--- src/rtl/mem_data_ctrl.sv ---
// MEM-stage data memory with req/resp handshake, B/H/W access and wait states.
// Define MEM_DATA_ALIGN_CHECK_EN to fault misaligned half/word accesses.
module mem_data_ctrl #(
  parameter int XLEN        = 32,
  parameter int DEPTH       = 16,
  parameter int ADDRESSLEN  = 32,
  parameter int WAIT_CYCLES = 0
) (
  input  logic                  clk,
  input  logic                  rst_n,
  input  logic                  req_valid,
  output logic                  req_ready,
  input  logic                  req_write,
  input  logic [2:0]            req_size,
  input  logic [ADDRESSLEN-1:0] req_addr,
  input  logic [XLEN-1:0]       req_wdata,
  output logic                  resp_valid,
  output logic [XLEN-1:0]       resp_rdata,
  output logic                  resp_err
);

  localparam int AW = $clog2(DEPTH);

  typedef enum logic [1:0] {IDLE, BUSY, RESP} state_t;

  state_t state, state_nx;
  logic [7:0] cnt, cnt_nx;

  logic                  lat_write;
  logic [2:0]            lat_size;
  logic [ADDRESSLEN-1:0] lat_addr;
  logic [XLEN-1:0]       lat_wdata;

  logic                  op_write;
  logic [2:0]            op_size;
  logic [ADDRESSLEN-1:0] op_addr;
  logic [XLEN-1:0]       op_wdata;

  logic [XLEN-1:0] mem [DEPTH];

  logic            hs;
  logic            enter_resp;
  logic [AW-1:0]   word_idx;
  logic            oor, size_bad, st_bad, mis, err;
  logic [XLEN-1:0] rd_word, load_data, new_word, wval;
  logic [7:0]      byte_v;
  logic [15:0]     half_v;
  logic [3:0]      wmask;
  logic            we;

  assign req_ready  = (state == IDLE);
  assign resp_valid = (state == RESP);
  assign hs         = req_valid & req_ready;

  // With zero wait states the access resolves on the accept edge itself.
  assign op_write = (state == IDLE) ? req_write : lat_write;
  assign op_size  = (state == IDLE) ? req_size  : lat_size;
  assign op_addr  = (state == IDLE) ? req_addr  : lat_addr;
  assign op_wdata = (state == IDLE) ? req_wdata : lat_wdata;

  always_ff @(posedge clk or negedge rst_n) begin
    if (!rst_n) begin
      state <= IDLE;
      cnt   <= '0;
    end else begin
      state <= state_nx;
      cnt   <= cnt_nx;
    end
  end

  always_comb begin
    state_nx = state;
    cnt_nx   = cnt;
    case (state)
      IDLE: begin
        if (hs) begin
          if (WAIT_CYCLES == 0) begin
            state_nx = RESP;
          end else begin
            state_nx = BUSY;
            cnt_nx   = 8'(WAIT_CYCLES - 1);
          end
        end
      end
      BUSY: begin
        if (cnt == 8'd0) state_nx = RESP;
        else             cnt_nx   = cnt - 8'd1;
      end
      RESP:    state_nx = IDLE;
      default: state_nx = IDLE;
    endcase
  end

  assign enter_resp = (state_nx == RESP) && (state != RESP);

  always_ff @(posedge clk or negedge rst_n) begin
    if (!rst_n) begin
      lat_write <= 1'b0;
      lat_size  <= '0;
      lat_addr  <= '0;
      lat_wdata <= '0;
    end else if (hs) begin
      lat_write <= req_write;
      lat_size  <= req_size;
      lat_addr  <= req_addr;
      lat_wdata <= req_wdata;
    end
  end

  assign word_idx = op_addr[AW+1:2];
  assign oor      = |op_addr[ADDRESSLEN-1:AW+2];
  assign size_bad = (op_size == 3'b011) | (op_size[2:1] == 2'b11);
  assign st_bad   = op_write & op_size[2];

`ifdef MEM_DATA_ALIGN_CHECK_EN
  assign mis = ((op_size[1:0] == 2'b01) & op_addr[0])
             | ((op_size[1:0] == 2'b10) & (|op_addr[1:0]));
`else
  assign mis = 1'b0;
`endif

  assign err = oor | size_bad | st_bad | mis;

  assign rd_word = mem[word_idx];
  assign byte_v  = rd_word[{op_addr[1:0], 3'b000} +: 8];
  assign half_v  = rd_word[{op_addr[1], 4'b0000} +: 16];

  always_comb begin
    load_data = '0;
    case (op_size)
      3'b000:  load_data = {{(XLEN-8){byte_v[7]}}, byte_v};
      3'b001:  load_data = {{(XLEN-16){half_v[15]}}, half_v};
      3'b010:  load_data = rd_word;
      3'b100:  load_data = {{(XLEN-8){1'b0}}, byte_v};
      3'b101:  load_data = {{(XLEN-16){1'b0}}, half_v};
      default: load_data = '0;
    endcase
  end

  always_comb begin
    wmask = 4'b0000;
    wval  = op_wdata;
    case (op_size[1:0])
      2'b00: begin
        wmask = 4'b0001 << op_addr[1:0];
        wval  = {4{op_wdata[7:0]}};
      end
      2'b01: begin
        wmask = 4'b0011 << {op_addr[1], 1'b0};
        wval  = {2{op_wdata[15:0]}};
      end
      2'b10:   wmask = 4'b1111;
      default: wmask = 4'b0000;
    endcase
  end

  always_comb begin
    new_word = rd_word;
    for (int i = 0; i < 4; i++) begin
      if (wmask[i]) new_word[8*i +: 8] = wval[8*i +: 8];
    end
  end

  assign we = enter_resp & op_write & ~err & rst_n;

  always_ff @(posedge clk) begin
    if (we) mem[word_idx] <= new_word;
  end

  always_ff @(posedge clk or negedge rst_n) begin
    if (!rst_n) begin
      resp_rdata <= '0;
      resp_err   <= 1'b0;
    end else if (enter_resp) begin
      resp_err   <= err;
      resp_rdata <= (err | op_write) ? '0 : load_data;
    end
  end

endmodule
--- config.mk ---
export PLATFORM = sky130hd
export DESIGN_NAME = mem_data_ctrl
export DESIGN_NICKNAME = d
export VERILOG_FILES = /design/src/rtl/mem_data_ctrl.sv
export SDC_FILE = /design/constraint.sdc
export NUM_CORES = 1
export LEC_CHECK = 0
export BUFFER_PORTS_ARGS = -buffer_cell sky130_fd_sc_hd__buf_2
export CORE_ASPECT_RATIO = 0.7
export CORE_MARGIN = 2
export CORE_UTILIZATION = 43
export CTS_BUF_LIST = sky130_fd_sc_hd__clkbuf_8 sky130_fd_sc_hd__clkbuf_16
export CTS_CLUSTER_SIZE = 12
export DETAILED_ROUTE_END_ITERATION = 10
export PLACE_DENSITY = 0.63
export RECOVER_POWER = 100
export SYNTH_ARGS = -nofsm -noshare
export SYNTH_HDL_FRONTEND = slang
export SYNTH_SLANG_ARGS = --single-unit
--- constraint.sdc ---
create_clock -name clk -period 6.2 [get_ports clk]
set_clock_uncertainty 0.05 [all_clocks]
set_input_delay 0.62 -clock clk [delete_from_list [all_inputs] [get_ports clk]]
set_output_delay 0.62 -clock clk [all_outputs]
set_load 0.02 [all_outputs]
# == Word-level counts from Yosys, hierarchy flattened ==
# Memory sizes are Yosys's and may differ from the RTL's.
# Cells that the tools add are included.
# totals
mem_bits_rw,512
ff_bits,111
elab_cells,61
mem_count,1
# memory_table
name,depth,width,rd,rd_clocked_by_memory_dff,write_ports,line_no,rtl
mem,16,32,1,0,1,39,logic [XLEN-1:0] mem [DEPTH];
# classes
n_eq_ne,12
n_mux,17
add_sub_neg,1
reduce_logical,7
n_shift,4
bitwise,11
# ops
op,count
one-hot mux 32 bit (5 select lines),1
two-way mux 32 bit,3
one-hot mux 32 bit (2 select lines),1
two-way mux 8 bit,4
variable part select 32 x 6 -> 16 bit,1
variable part select 32 x 6 -> 8 bit,1
OR reduction 26 bit,1
one-hot mux 4 bit (3 select lines),1
== test 2 bit (second input constant),4
zero test 8 bit,1
subtractor 8 x 1 -> 8 bit (second input constant),1
== test 3 x 2 -> 1 bit (second input constant),2
== test 3 bit (second input constant),2
bitwise AND 1 bit,5
== test 2 x 1 -> 1 bit (second input constant),2
zero test 2 bit,2
two-way mux 2 bit,2
bitwise OR 1 bit,4
one-hot mux 2 bit (2 select lines),1
<< shifter 1 x 2 -> 4 bit (first input constant),1
<< shifter 2 x 2 -> 4 bit (first input constant),1
== test 3 x 1 -> 1 bit (second input constant),1
zero test 3 bit,1
two-way mux 1 bit,3
other kinds (5),6

# == Longest topological paths before layout ==
# depth
ltp_word,11
depth_mapped,14

# == Least setup slack after synthesis ==
# Ideal clock, no wire load.
# synth_timing
path_type,register to register
from,register state[1]
to,memory mem[8][0] (enable)
slack_ps,1589
path_stages_with_launch,10
arrival_time_ps,4100
cell_sequence,dfrtp_1 > buf_2 > or2_4 > clkinv_2 > buf_6 > buf_2 > buf_1 > clkbuf_1 > o21a_1 > nor3_1
# synth_between
elab_chain_cells,11
word_cells_on_any_way,25
# synth_rtl
element,line_no,rtl
start: declaration,26,"state_t state, state_nx;"
start signal: assignment,66,state <= state_nx;
zero test 2 bit (*),51,assign req_ready = (state == IDLE);
via req_ready,12,"output logic req_ready,"
bitwise AND 1 bit / two-way mux 3 bit (equally long branches),"53, 57",
"two-way mux 2 bit, or another cell as far along",76,if (hs) begin
one-hot mux 2 bit (2 select lines) / bitwise OR 1 bit (equally long branches),"74, 112",
== test 2 bit / bitwise OR 1 bit (equally long branches),"94, 122",
logical AND 1 bit / bitwise OR 1 bit (equally long branches),"94, 122",
bitwise AND 1 bit / NOT 1 bit (equally long branches),164,assign we = enter_resp & op_write & ~err & rst_n;
bitwise AND 1 bit (2 in a row),164,
two-way mux 1 bit,167,if (we) mem[word_idx] <= new_word;
two-way mux 1 bit (implied by the code),167,
end: declaration,39,
# The timed path passes the listed nets; every way through them passes the cells marked *.

# == Worst setup path in the final report ==
# layout_timing
from,register state[0]
to,register resp_rdata[25]
# layout_between
elab_chain_cells,8
word_cells_on_any_way,30
# layout_rtl
element,line_no,rtl
branches (longest 8 deep; another with memory (16 x 32 bit)),--,
end signal: assignment,176,resp_rdata <= (err | op_write) ? '0 : load_data;
end: declaration,18,"output logic [XLEN-1:0] resp_rdata,"
# Several ways; the timed one is not identified.
# A chain may end at the register's enable or synchronous reset.

==> run metrics <==
GR Util All Layers=between 20% and 30%; GR met1 Demand/Resource=36.7%; number of nets still failing antenna checks after routing=0; leading cell types in the layout, fill and taps excluded=512 x sky130_fd_sc_hd__edfxtp_1, 158 x sky130_fd_sc_hd__mux2i_1, 152 x sky130_fd_sc_hd__nand2_1, 116 x sky130_fd_sc_hd__nor2_1, 111 x sky130_fd_sc_hd__dfrtp_1; leakage component of the power=roughly 11 nW; vias in the first global route=~16000; kind of critical path=flop to flop; portion of the clock cycle consumed by the worst path in the final layout=84.6%; sum of overflow across all layers after global routing=0; remaining routing DRC violations=0; final HPWL from detailed placement=approximately 47000 microns; Initial DRT Pass Iterations=6; number of port buffers=between 100 and 150; number of distinct library cells after synthesis=64; per-cell routed wire length=27.0 microns; violation count after the first detailed-route iteration=roughly 2500; clock tree from TritonCTS=yes; FFs w/ async S/R, synth=between 15 and 20%; routability congestion estimate from global placement=slightly above 0.9; tightest slew margin relative to the limit=-133%; Buf+Inv Stages, Crit Path=2; overall die height=~210 microns; maximum root-to-sink buffer count=3; worst vdd ir=0.000215 V; number of levels the H-tree was split into=2; min-delay worst type=input port to flop; Final Hold Violating Endpoints=0; number of instances in the synthesized netlist=~1900; Hold Crit Start=req_addr[6]; accumulated negative setup slack=0 ns; Root Buffer Master=sky130_fd_sc_hd__clkbuf_16; critical path cell sequence=or2_4 -> clkinvlp_2 -> buf_12 -> o21ai_0 -> nand2_1 -> o22ai_1 -> or4_1 -> nor3_1 -> or4_1 -> nand3b_1; global-route layer with the greatest usage=met1; timing-limited maximum frequency=around 190 MHz; DRT Wirelength=approximately 77000 microns; clock latency on the worst-skew pair=between 0.6 and 0.7 ns; final design instance area without fill=roughly 0.030 sq mm; unrepaired setup endpoints after global routing=false; startpoint of the worst setup timing path=state[0]$_DFF_PN0_; required arrival time at the worst endpoint=between 6 and 7 ns; Post-DP Area=approximately 0.028 sq mm; chip width=about 300 microns; largest fanout on the critical path=36; number of vias per cell=6.07; CTS hold repair buffers=1; Setup crit start kind=flop; kind of end point of the critical path=flop; power per cell area=~330 mW/mm^2; Starting Density=between 40% and 50%; final-layout fill cell count=approximately 5100; Core Box Area=~0.06 sq mm; syn_area_per_cell=between 10 and 15 sq um; I/O pins=approximately 110; TritonCTS buffer count=60; count of clock tree sinks=roughly 620; post-synthesis instance area=around 0.026 sq mm; placed cell count=around 2700; number of warnings issued by yosys=0; Final min period=5.25 ns; post-CTS clock slew at the launch and capture registers of the worst setup and hold paths=around 0.06 ns; status=complete, but fails checks; number of nets in the synthesized netlist=between 1500 and 2000; number of antenna diodes=0; Finish-stage setup viols=0; kind of cell adding the most delay to the critical path=simple AND/OR/NAND/NOR gates; final number of max-transition violations=105; Critical Path AT=5.71 ns; met3 Use GR=around 4.5%; ratio of cells with drive above 1 in the final layout=~16%; layout-stage area growth over the synthesis result=13.3%; Global Route met2 Usage=35.4%; Layout Nets=between 2000 and 2500; number of instances resized during post-cts repair=0; die outline area=about 0.063 sq mm; violated checks=capacitance limit, slew limit; most common cell after layout, fill and taps aside=sky130_fd_sc_hd__edfxtp_1; post-route insts no fill=~2800; most common cell type on the critical path=sky130_fd_sc_hd__or4_1; first-pass GRT wire length=about 110000 microns; pin count of the biggest net entering global routing=94; Post-CTS Repair Setup Buffers=0; Vias=17200; antenna violations before repair=0; main flop type after synthesis=sky130_fd_sc_hd__edfxtp_1; total of max-cap violations=2; Worst Max-Slew Pin Slew=between 3 and 4 ns; number of enable-type register cells in the synthesized netlist=slightly above 500; end-of-flow core utilization=approximately half; standard-cell rows=75; part of the Yosys area used for sequential elements=69.2%; delay of the slowest critical-path stage=1.00 ns; flip-flop and latch count after synthesis=623; standard cell with the maximum stage delay on the critical path=sky130_fd_sc_hd__or4_1; r2r startpoint=state[0]$_DFF_PN0_
==> metrics by stage <==
step                      worst slack [ns]  hold slack, ns  power, mW
after floorplan                       1.59           0.274       5.81
final                                0.955           0.216       9.71
after global placement                1.81           0.410       6.33
after global routing                 0.699           0.202       10.0
after detailed placement              1.68           0.418       6.37
after CTS                             1.68           0.193       9.74
==> sequential cells by signal (all words and copies together), names as in the netlist <==
register	flops
resp_err	1
lat_size	3
lat_wdata	32
cnt	8
lat_write	1
state	2
resp_rdata	32
mem	512
lat_addr	32
==> path summary, 6_finish.rpt <==
check | endpoint | slack [ns] | depth (start not counted)
min in group asynchronous | lat_addr[9]$_DFFE_PN0P_ | 0.54 | 2
setup / recovery | resp_rdata[25]$_DFFE_PN0N_ | 0.95 | 10
hold reg to reg | cnt[7]$_DFFE_PN0P_ | 0.44 | 1
max in group asynchronous | lat_wdata[28]$_DFFE_PN0P_ | 4.14 | 3
hold / removal | lat_addr[6]$_DFFE_PN0P_ | 0.22 | 2
setup reg to reg | resp_rdata[25]$_DFFE_PN0N_ | 0.95 | 10
==> final cells by class <==
| type | count | area, sq um | area share [%] |
|---|---|---|---|
| timing repair buffer | 170 | 1010 | 3.41 |
| clock inverter | 44 | 183 | 0.615 |
| inverter | 7 | 28.8 | 0.0968 |
| sequential | 623 | 18200 | 61.1 |
| clock buffer | 69 | 1650 | 5.54 |
| multi-input combinational | 1110 | 7690 | 25.9 |
| tap | 808 | 1010 | 3.40 |
==> cells in the mapped netlist, drive strengths merged (2+ instances only) <==
cell      n  area (sq um)
a32oi     4          35.0
or4b      4          40.0
and2      2          12.5
and3     42           263
a21o      8          60.1
o22a      6          52.6
a31oi     3          18.8
ha        2          25.0
clkinv    2          10.0
or4       7          52.6
a21oi    41           205
a22oi    12          90.1
a211oi   47           353
a222oi   13           130
edfxtp  512         15400
a2111o   12           135
nor3     27           135
nor2b     8          50.1
or3       6          37.5
o21ai   101           505
o31a      7          61.3
clkbuf   76           287
nand3    67           340
mux2    106          1190
or2       4          27.5
nor4     15           109
o31ai     2          15.0
mux2i   160          1600
xor2      2          17.5
xnor2     5          43.8
inv       5          18.8
nand2   153           574
nor2    129           487
buf      42           235
nand2b    6          37.5
a221oi   18           158
o2111a    3          33.8
dfrtp   111          2780
nand4    12          75.1
o221ai    2          17.5
o211ai    7          52.6
o22ai    36           225
nor3b     2          20.0
o21a     14           105
nand3b    7          52.6
==> metal layers <==
metal	wire length, microns	vias to the layer above
li1	-	7403
met1	33700	8749
met2	33700	927
met3	7720	110
met4	1370	0
met5	0	-
==> cell families (layout without fill, tap and decap cells) <==
family	Yosys count	in the layout	share of synthesized area, %
adders and majority gates	2	2	0.0954
DFF	623	623	69.2
muxes	267	267	10.7
xor gates and xnor gates	7	7	0.234
and+or+nand+nor	494	494	8.92
buffers and inverters	125	290	2.10
AOI/OAI and AO/OA	340	340	8.72
==> where the power goes <==
group	internal, mW	total (mW)	switching [mW]
Sequential	4.87	4.92	0.0480
Combinational	0.398	1.38	0.980
Clock	1.87	3.42	1.54
Note: power is estimated with default switching activity, not from simulation.
